==> config.mk <==
export PLATFORM = sky130hd
export DESIGN_NAME = tiny_project_mux_flat
export DESIGN_NICKNAME = d
export VERILOG_FILES = /design/src/rtl/tiny_project_mux_if.sv /design/src/rtl/tiny_project_mux.sv /design/src/flat_wrapper.sv
export SDC_FILE = /design/constraint.sdc
export NUM_CORES = 1
export LEC_CHECK = 0
export CAP_MARGIN = 5
export CORE_AREA = 8 8 218 220
export DETAILED_ROUTE_END_ITERATION = 8
export DIE_AREA = 0 0 226 228
export SLEW_MARGIN = 20
export SYNTH_ARGS = -nofsm -noshare
export SYNTH_HDL_FRONTEND = slang
export SYNTH_SLANG_ARGS = --single-unit
==> constraint.sdc <==
create_clock -name wb_clk_i -period 7.7 [get_ports wb_clk_i]
set_clock_uncertainty 0.2 [all_clocks]
set_input_delay 0.77 -clock wb_clk_i [delete_from_list [all_inputs] [get_ports wb_clk_i]]
set_output_delay 0.77 -clock wb_clk_i [all_outputs]
set_load 0.1 [all_outputs]
==> src/rtl/tiny_project_mux_if.sv <==
// Wishbone classic slave bus carrying the register window of tiny_project_mux.
// Valid/ready: a request is cyc&stb held by the master until ack; ack is a one-cycle response.
interface tiny_project_mux_if;
    logic        wbs_cyc_i;
    logic        wbs_stb_i;
    logic        wbs_we_i;
    logic [3:0]  wbs_sel_i;
    logic [31:0] wbs_adr_i;
    logic [31:0] wbs_dat_i;
    logic        wbs_ack_o;
    logic [31:0] wbs_dat_o;

    modport master (
        output wbs_cyc_i, wbs_stb_i, wbs_we_i, wbs_sel_i, wbs_adr_i, wbs_dat_i,
        input  wbs_ack_o, wbs_dat_o
    );

    modport slave (
        input  wbs_cyc_i, wbs_stb_i, wbs_we_i, wbs_sel_i, wbs_adr_i, wbs_dat_i,
        output wbs_ack_o, wbs_dat_o
    );
endinterface

==> src/rtl/tiny_project_mux.sv <==
// Pad multiplexer selecting one of N_PROJ tiny projects, with a drain/reset-release sequence.
// Optional RUN-cycle counter enabled by defining TINY_MUX_CYCLE_CNT_EN.
module tiny_project_mux #(
    parameter int          N_PROJ   = 4,
    parameter int          IO_W     = 38,
    parameter logic [31:0] BASE_ADR = 32'h3000_0000
) (
    input  logic                   wb_clk_i,
    input  logic                   wb_rst_ni,
    tiny_project_mux_if.slave      wbs,
    input  logic [IO_W-1:0]        io_in,
    output logic [IO_W-1:0]        io_out,
    output logic [IO_W-1:0]        io_oeb,
    output logic [IO_W-1:0]        proj_io_in,
    input  logic [N_PROJ*IO_W-1:0] proj_io_out,
    input  logic [N_PROJ*IO_W-1:0] proj_io_oeb,
    output logic [N_PROJ-1:0]      proj_rst_n,
    output logic [2:0]             user_irq
);

    localparam logic [4:0] NPROJ5 = 5'(N_PROJ);

    typedef enum logic [1:0] {S_OFF, S_DRAIN, S_RELEASE, S_RUN} state_t;

    state_t            r_state;
    logic              r_en;
    logic [3:0]        r_sel;
    logic [3:0]        r_active;
    logic [7:0]        r_settle;
    logic [7:0]        r_cnt;
    logic              r_err;
    logic              r_ack;
    logic [31:0]       r_dat;
    logic              r_irq;
    logic [N_PROJ-1:0] r_proj_rst_n;

    logic              w_hit;
    logic              w_req;
    logic              w_wr;
    logic              w_rd;
    logic [7:0]        w_off;
    logic              w_busy;
    logic              w_running;
    logic              w_new_en;
    logic [3:0]        w_new_sel;
    logic              w_sel_ok;
    logic              w_ctrl_wr;
    logic              w_ctrl_ok;
    logic              w_enter_drain;
    logic              w_enter_off;
    logic [31:0]       w_status;
    logic [31:0]       w_cycles;
    logic [31:0]       w_rdata;
    logic [N_PROJ-1:0] w_active_oh;
    logic [IO_W-1:0]   w_slice_out;
    logic [IO_W-1:0]   w_slice_oeb;
    logic              w_unused;

    assign w_hit     = (wbs.wbs_adr_i[31:8] == BASE_ADR[31:8]);
    assign w_req     = wbs.wbs_cyc_i & wbs.wbs_stb_i & w_hit & ~r_ack;
    assign w_wr      = w_req & wbs.wbs_we_i;
    assign w_rd      = w_req & ~wbs.wbs_we_i;
    assign w_off     = wbs.wbs_adr_i[7:0];
    assign w_busy    = (r_state == S_DRAIN) || (r_state == S_RELEASE);
    assign w_running = (r_state == S_RUN);

    // CTRL fields not covered by an enabled byte lane keep their stored value.
    assign w_new_en  = wbs.wbs_sel_i[1] ? wbs.wbs_dat_i[8]   : r_en;
    assign w_new_sel = wbs.wbs_sel_i[0] ? wbs.wbs_dat_i[3:0] : r_sel;
    assign w_sel_ok  = ({1'b0, w_new_sel} < NPROJ5);
    assign w_ctrl_wr = w_wr && (w_off == 8'h00);
    assign w_ctrl_ok = w_ctrl_wr && !w_busy && w_sel_ok;

    assign w_enter_off   = w_ctrl_ok && !w_new_en;
    assign w_enter_drain = w_ctrl_ok && w_new_en &&
                           ((r_state == S_OFF) || (w_new_sel != r_active));

    assign w_status = {23'd0, r_err, r_active, 2'b00, w_running, w_busy};

    always_comb begin
        w_rdata = '0;
        case (w_off)
            8'h00:   w_rdata = {23'd0, r_en, 4'd0, r_sel};
            8'h04:   w_rdata = w_status;
            8'h08:   w_rdata = {24'd0, r_settle};
            8'h0C:   w_rdata = w_cycles;
            default: w_rdata = '0;
        endcase
    end

    assign w_active_oh = {{(N_PROJ-1){1'b0}}, 1'b1} << r_active;
    assign w_slice_out = proj_io_out[int'(r_active) * IO_W +: IO_W];
    assign w_slice_oeb = proj_io_oeb[int'(r_active) * IO_W +: IO_W];

    always_ff @(posedge wb_clk_i or negedge wb_rst_ni) begin
        if (!wb_rst_ni) begin
            r_state      <= S_OFF;
            r_en         <= 1'b0;
            r_sel        <= 4'd0;
            r_active     <= 4'd0;
            r_settle     <= 8'h10;
            r_cnt        <= 8'd0;
            r_err        <= 1'b0;
            r_ack        <= 1'b0;
            r_dat        <= 32'd0;
            r_irq        <= 1'b0;
            r_proj_rst_n <= '0;
        end else begin
            r_ack <= w_req;
            r_irq <= 1'b0;
            if (w_rd) begin
                r_dat <= w_rdata;
            end
            if (w_wr && (w_off == 8'h08) && wbs.wbs_sel_i[0]) begin
                r_settle <= wbs.wbs_dat_i[7:0];
            end
            if (w_wr && (w_off == 8'h04) && wbs.wbs_sel_i[1] && wbs.wbs_dat_i[8]) begin
                r_err <= 1'b0;
            end

            case (r_state)
                S_DRAIN: begin
                    if (r_cnt == 8'd0) begin
                        r_state      <= S_RELEASE;
                        r_proj_rst_n <= w_active_oh;
                    end else begin
                        r_cnt <= r_cnt - 8'd1;
                    end
                end
                S_RELEASE: begin
                    r_state <= S_RUN;
                    r_irq   <= 1'b1;
                end
                default: ;
            endcase

            // CTRL writes are only acted on outside DRAIN/RELEASE and with a hosted project.
            if (w_ctrl_wr && (w_busy || !w_sel_ok)) begin
                r_err <= 1'b1;
            end
            if (w_ctrl_ok) begin
                r_en  <= w_new_en;
                r_sel <= w_new_sel;
            end
            if (w_enter_off) begin
                r_state      <= S_OFF;
                r_proj_rst_n <= '0;
            end
            if (w_enter_drain) begin
                r_state      <= S_DRAIN;
                r_active     <= w_new_sel;
                r_cnt        <= r_settle;
                r_proj_rst_n <= '0;
            end
        end
    end

`ifdef TINY_MUX_CYCLE_CNT_EN
    logic [31:0] r_cycles;

    always_ff @(posedge wb_clk_i or negedge wb_rst_ni) begin
        if (!wb_rst_ni) begin
            r_cycles <= 32'd0;
        end else if (w_enter_drain) begin
            r_cycles <= 32'd0;
        end else if (r_state == S_RUN) begin
            r_cycles <= r_cycles + 32'd1;
        end
    end

    assign w_cycles = r_cycles;
`else
    assign w_cycles = 32'd0;
`endif

    assign wbs.wbs_ack_o = r_ack;
    assign wbs.wbs_dat_o = r_dat;

    // Pads only see a project once it is fully out of reset and RUN has been entered.
    assign io_out     = w_running ? w_slice_out : {IO_W{1'b0}};
    assign io_oeb     = w_running ? w_slice_oeb : {IO_W{1'b1}};
    assign proj_io_in = io_in;
    assign proj_rst_n = r_proj_rst_n;
    assign user_irq   = {2'b00, r_irq};

    assign w_unused = ^{wbs.wbs_dat_i[31:9], wbs.wbs_sel_i[3:2]};

endmodule
==> src/flat_wrapper.sv <==
// flat-port wrapper written by rule: the top's interface ports become plain ports
module tiny_project_mux_flat 
#(
    parameter int          N_PROJ   = 4,
    parameter int          IO_W     = 38,
    parameter logic [31:0] BASE_ADR = 32'h3000_0000
)
  (wb_clk_i, wb_rst_ni, io_in, io_out, io_oeb, proj_io_in, proj_io_out, proj_io_oeb, proj_rst_n, user_irq, wbs_wbs_cyc_i, wbs_wbs_stb_i, wbs_wbs_we_i, wbs_wbs_sel_i, wbs_wbs_adr_i, wbs_wbs_dat_i, wbs_wbs_ack_o, wbs_wbs_dat_o);
  tiny_project_mux_if wbs_i ();
  input  logic wb_clk_i;
  input  logic wb_rst_ni;
  input  logic [IO_W-1:0] io_in;
  output logic [IO_W-1:0] io_out;
  output logic [IO_W-1:0] io_oeb;
  output logic [IO_W-1:0] proj_io_in;
  input  logic [N_PROJ*IO_W-1:0] proj_io_out;
  input  logic [N_PROJ*IO_W-1:0] proj_io_oeb;
  output logic [N_PROJ-1:0] proj_rst_n;
  output logic [2:0] user_irq;
  input wire logic [$bits(wbs_i.wbs_cyc_i)-1:0] wbs_wbs_cyc_i;
  input wire logic [$bits(wbs_i.wbs_stb_i)-1:0] wbs_wbs_stb_i;
  input wire logic [$bits(wbs_i.wbs_we_i)-1:0] wbs_wbs_we_i;
  input wire logic [$bits(wbs_i.wbs_sel_i)-1:0] wbs_wbs_sel_i;
  input wire logic [$bits(wbs_i.wbs_adr_i)-1:0] wbs_wbs_adr_i;
  input wire logic [$bits(wbs_i.wbs_dat_i)-1:0] wbs_wbs_dat_i;
  output wire logic [$bits(wbs_i.wbs_ack_o)-1:0] wbs_wbs_ack_o;
  output wire logic [$bits(wbs_i.wbs_dat_o)-1:0] wbs_wbs_dat_o;
  assign wbs_i.wbs_cyc_i = wbs_wbs_cyc_i;
  assign wbs_i.wbs_stb_i = wbs_wbs_stb_i;
  assign wbs_i.wbs_we_i = wbs_wbs_we_i;
  assign wbs_i.wbs_sel_i = wbs_wbs_sel_i;
  assign wbs_i.wbs_adr_i = wbs_wbs_adr_i;
  assign wbs_i.wbs_dat_i = wbs_wbs_dat_i;
  assign wbs_wbs_ack_o = wbs_i.wbs_ack_o;
  assign wbs_wbs_dat_o = wbs_i.wbs_dat_o;
  tiny_project_mux #(.N_PROJ(N_PROJ), .IO_W(IO_W), .BASE_ADR(BASE_ADR)) u_core (.wb_clk_i(wb_clk_i), .wb_rst_ni(wb_rst_ni), .wbs(wbs_i), .io_in(io_in), .io_out(io_out), .io_oeb(io_oeb), .proj_io_in(proj_io_in), .proj_io_out(proj_io_out), .proj_io_oeb(proj_io_oeb), .proj_rst_n(proj_rst_n), .user_irq(user_irq));
endmodule
==> metrics.yaml <==
floorplan:
  num_io_pins: 569
  dieHeight_um: 228
  fp.dieW_um: 226
  placementRows: 77
  dieArea_um2: 51500
  core_um2: 43800
  initial_core_util: 0.120
logic_synthesis:
  ys_dominant_reg_cell: "dfrtp_1"
  postSynthAreaPerCell_um2: 10.2
  async_reset_ff_frac: 1.00
  seq_area_frac_synth: 0.206
  syn_inst: 514
  yosys_register_bits: 43
  synth_edf_count: 0
  synth_cell_types: 44
  yosys_warnings: 0
  synth_area_um2: 5240
clock_network:
  cts_setup_buffers: 0
  clock-root-buffer: "clkbuf_16"
  cts_buffers: 5
  clk_latency_ns: 0.28
  clockBufferDepth: 2
  htree_levels: 2
  tritoncts: "yes"
  clkTransAtPathRegs_ns: 0.06
  clock_sinks: 43
  hold_buffers: 0
  cts.repair.resized: 0
cells_and_area:
  final_common_cell: "clkdlybuf4s50_1"
  nFillCells: 4770
  final_cells: 1479
  drive_gt1_frac: 0.139
  nets: 1306
  synthToLayoutAreaGrowth_pct: 92.1
  final_cell_mix: "440 x clkdlybuf4s50_1, 93 x nand2_1, 76 x mux4_2"
  final_area_um2: 10100
timing:
  max_freq_mhz: 206
  rsz0062_at_grt: "false"
  slew-limit-headroom: 0.255
  setup_viol: 0
  holdWs_ns: 0.281
  fin_setup_tns_ns: 0
  maxSlewViolCount: 0
  finalHoldViolCount: 0
  period_share: 0.631
  fin_crit_ns: 4.86
  worstMarginPinSlew_ns: 1.11
place:
  placed_area_um2: 9900
  dp_hpwl_mm: 26.1
  portBuffers: 442
  gp_congestion: 0.890
  dp.cells: 1470
global_route:
  grt_pass1_wl_mm: 43.4
  antenna_found_initial: 5
  grt-ovfl-total: 0
  first_global_vias: 6273
  track_usage: 0.111
  grt_max_degree: 66
drt:
  drt-initial-drc-count: 183
  wl_per_cell_um: 20.8
  vias_per_cell: 3.84
  wl_mm: 30.7
  route.detailed.drc: 0
  dr.pass1.iters: 5
  final_antenna_net_count: 0
  num_vias: 5682
setup_path:
  crit_required_ns: 6.73
  cp_slowest_stage_delay_ns: 0.99
  endpoint_kind: "output port"
  path_max_fanout: 44
  rrSetupSlack_ns: 4.41
  crit_chain: "buf_4 > mux4_2 > and3_1 > clkdlybuf4s50_1"
  r2r-end: "u_core.r_cnt[0]"
  r2r-start: "u_core.r_active[1]"
  arrival_ns: 3.89
  cp-start-kind: "flop"
  crit_slowest_cell: "clkdlybuf4s50_1"
  critPathKind: "reg -> out"
  rr_worst_depth: 5
flow_run:
  maxCapViolations: 0
run_status:
  status: "finished, final reports clean"
pwr:
  power_density_nw_per_um2: 97.6
  vdd_ir_drop_max_mv: 0.0989
  leakagePower_uw: 0.00410
worst_hold_path:
  hold_class: "in -> async"
-- sequential cells by signal (all words and copies together) (netlist names), 2 cells and up --
| register | cells |
|---|---|
| u_core.r_sel | 4 |
| u_core.proj_rst_n | 4 |
| u_core.wbs.wbs_dat_o | 9 |
| u_core.r_active | 4 |
| u_core.r_state | 2 |
| u_core.r_settle | 8 |
| u_core.r_cnt | 8 |
-- kinds of logic (layout without fill, tap and decap cells) --
kind of cell | Yosys count | in the layout | share of synthesized area
AND/OR/NAND/NOR | 204 | 204 | 0.201
buffers and inverters | 115 | 463 | 0.130
multiplexers | 111 | 111 | 0.402
flip-flops | 43 | 43 | 0.206
AO/OA/AOI/OAI | 26 | 26 | 0.0330
XOR/XNOR | 8 | 8 | 0.0134
adder cells (fa/ha/maj) | 6 | 6 | 0.0143
other | 1 | 26 | 0.000716
-- per-layer routing --
layer,up-vias,GRT usage,part of all wire
li1,2566,-,-
met3,56,0.0307,0.085
met5,-,0,0.00088
met2,267,0.204,0.51
met1,2789,0.123,0.37
met4,4,0.0311,0.028
-- worst max-delay path, delay by kind of cell, from the launching register on --
family / cells / cell delay (ns)
muxes: 1 / 0.59
DFF: 1 / 0.94
and+or+nand+nor: 1 / 0.26
buffers and inverters: 2 / 1.78
-- per-stage QoR --
step,worst slack [ns],total power [uW],util
6_report,2.84,983,0.230
3_3_place_gp,2.98,745,0.226
5_1_grt,2.55,1020,0.230
4_1_cts,2.66,990,0.230
3_5_place_dp,2.97,749,0.226
2_1_floorplan,4.47,605,-
-- where the power goes --
| part | internal [uW] | leakage (uW) | switching [uW] |
|---|---|---|---|
| logic | 234 | 0.00347 | 284 |
| clock network | 153 | 0.0000781 | 85.6 |
| registers | 226 | 0.000556 | 0.00273 |
| total | 614 | 0.00410 | 369 |
-- worst max path at each step --
| stage | startpoint | endpoint | slack, ns | cells past startpoint |
|---|---|---|---|---|
| floorplan | u_core.r_active[0] | io_oeb[10] | 4.47 | 5 |
| global placement | u_core.r_active[0] | io_out[28] | 2.98 | 4 |
| detailed placement | u_core.r_active[0] | io_out[0] | 2.97 | 4 |
| CTS | u_core.r_active[0] | io_out[0] | 2.66 | 4 |
| global route | u_core.r_active[0] | io_out[28] | 2.55 | 4 |
| finish | u_core.r_active[0] | io_out[28] | 2.84 | 4 |
-- cell usage after synthesis (3+ instances only) --
cell type	instances	share of area
or4_1	4	0.0057
and3_1	39	0.047
nor4_2	3	0.0072
nor4_1	12	0.014
a21oi_1	5	0.0048
clkbuf_1	29	0.021
nand4b_1	3	0.0050
mux2_4	5	0.014
nor2b_1	8	0.0096
o21ai_0	6	0.0057
nand2_1	93	0.067
nand3_1	3	0.0029
buf_4	64	0.092
ha_1	6	0.014
dfrtp_1	42	0.20
mux2i_1	14	0.027
nor3_1	9	0.0086
a21o_1	7	0.010
xnor2_1	4	0.0067
xor2_1	4	0.0067
mux4_2	76	0.33
mux2_2	16	0.034
a22oi_1	4	0.0057
inv_1	9	0.0064
nor2_1	15	0.011
nand4_1	3	0.0036
buf_1	11	0.0079
or3_1	4	0.0048
-- final cells by class --
cell class	count	area [um^2]	area share
repair buffers	446	4450	0.442
multi-input cells	380	3590	0.357
flip-flops and latches	43	1080	0.108
well taps	592	741	0.0736
clock buffers	7	133	0.0132
inverters	9	33.8	0.00336
clock inverters	1	30.0	0.00298
diodes	1	2.50	0.000249
Note: power is estimated with default switching activity, not from simulation.
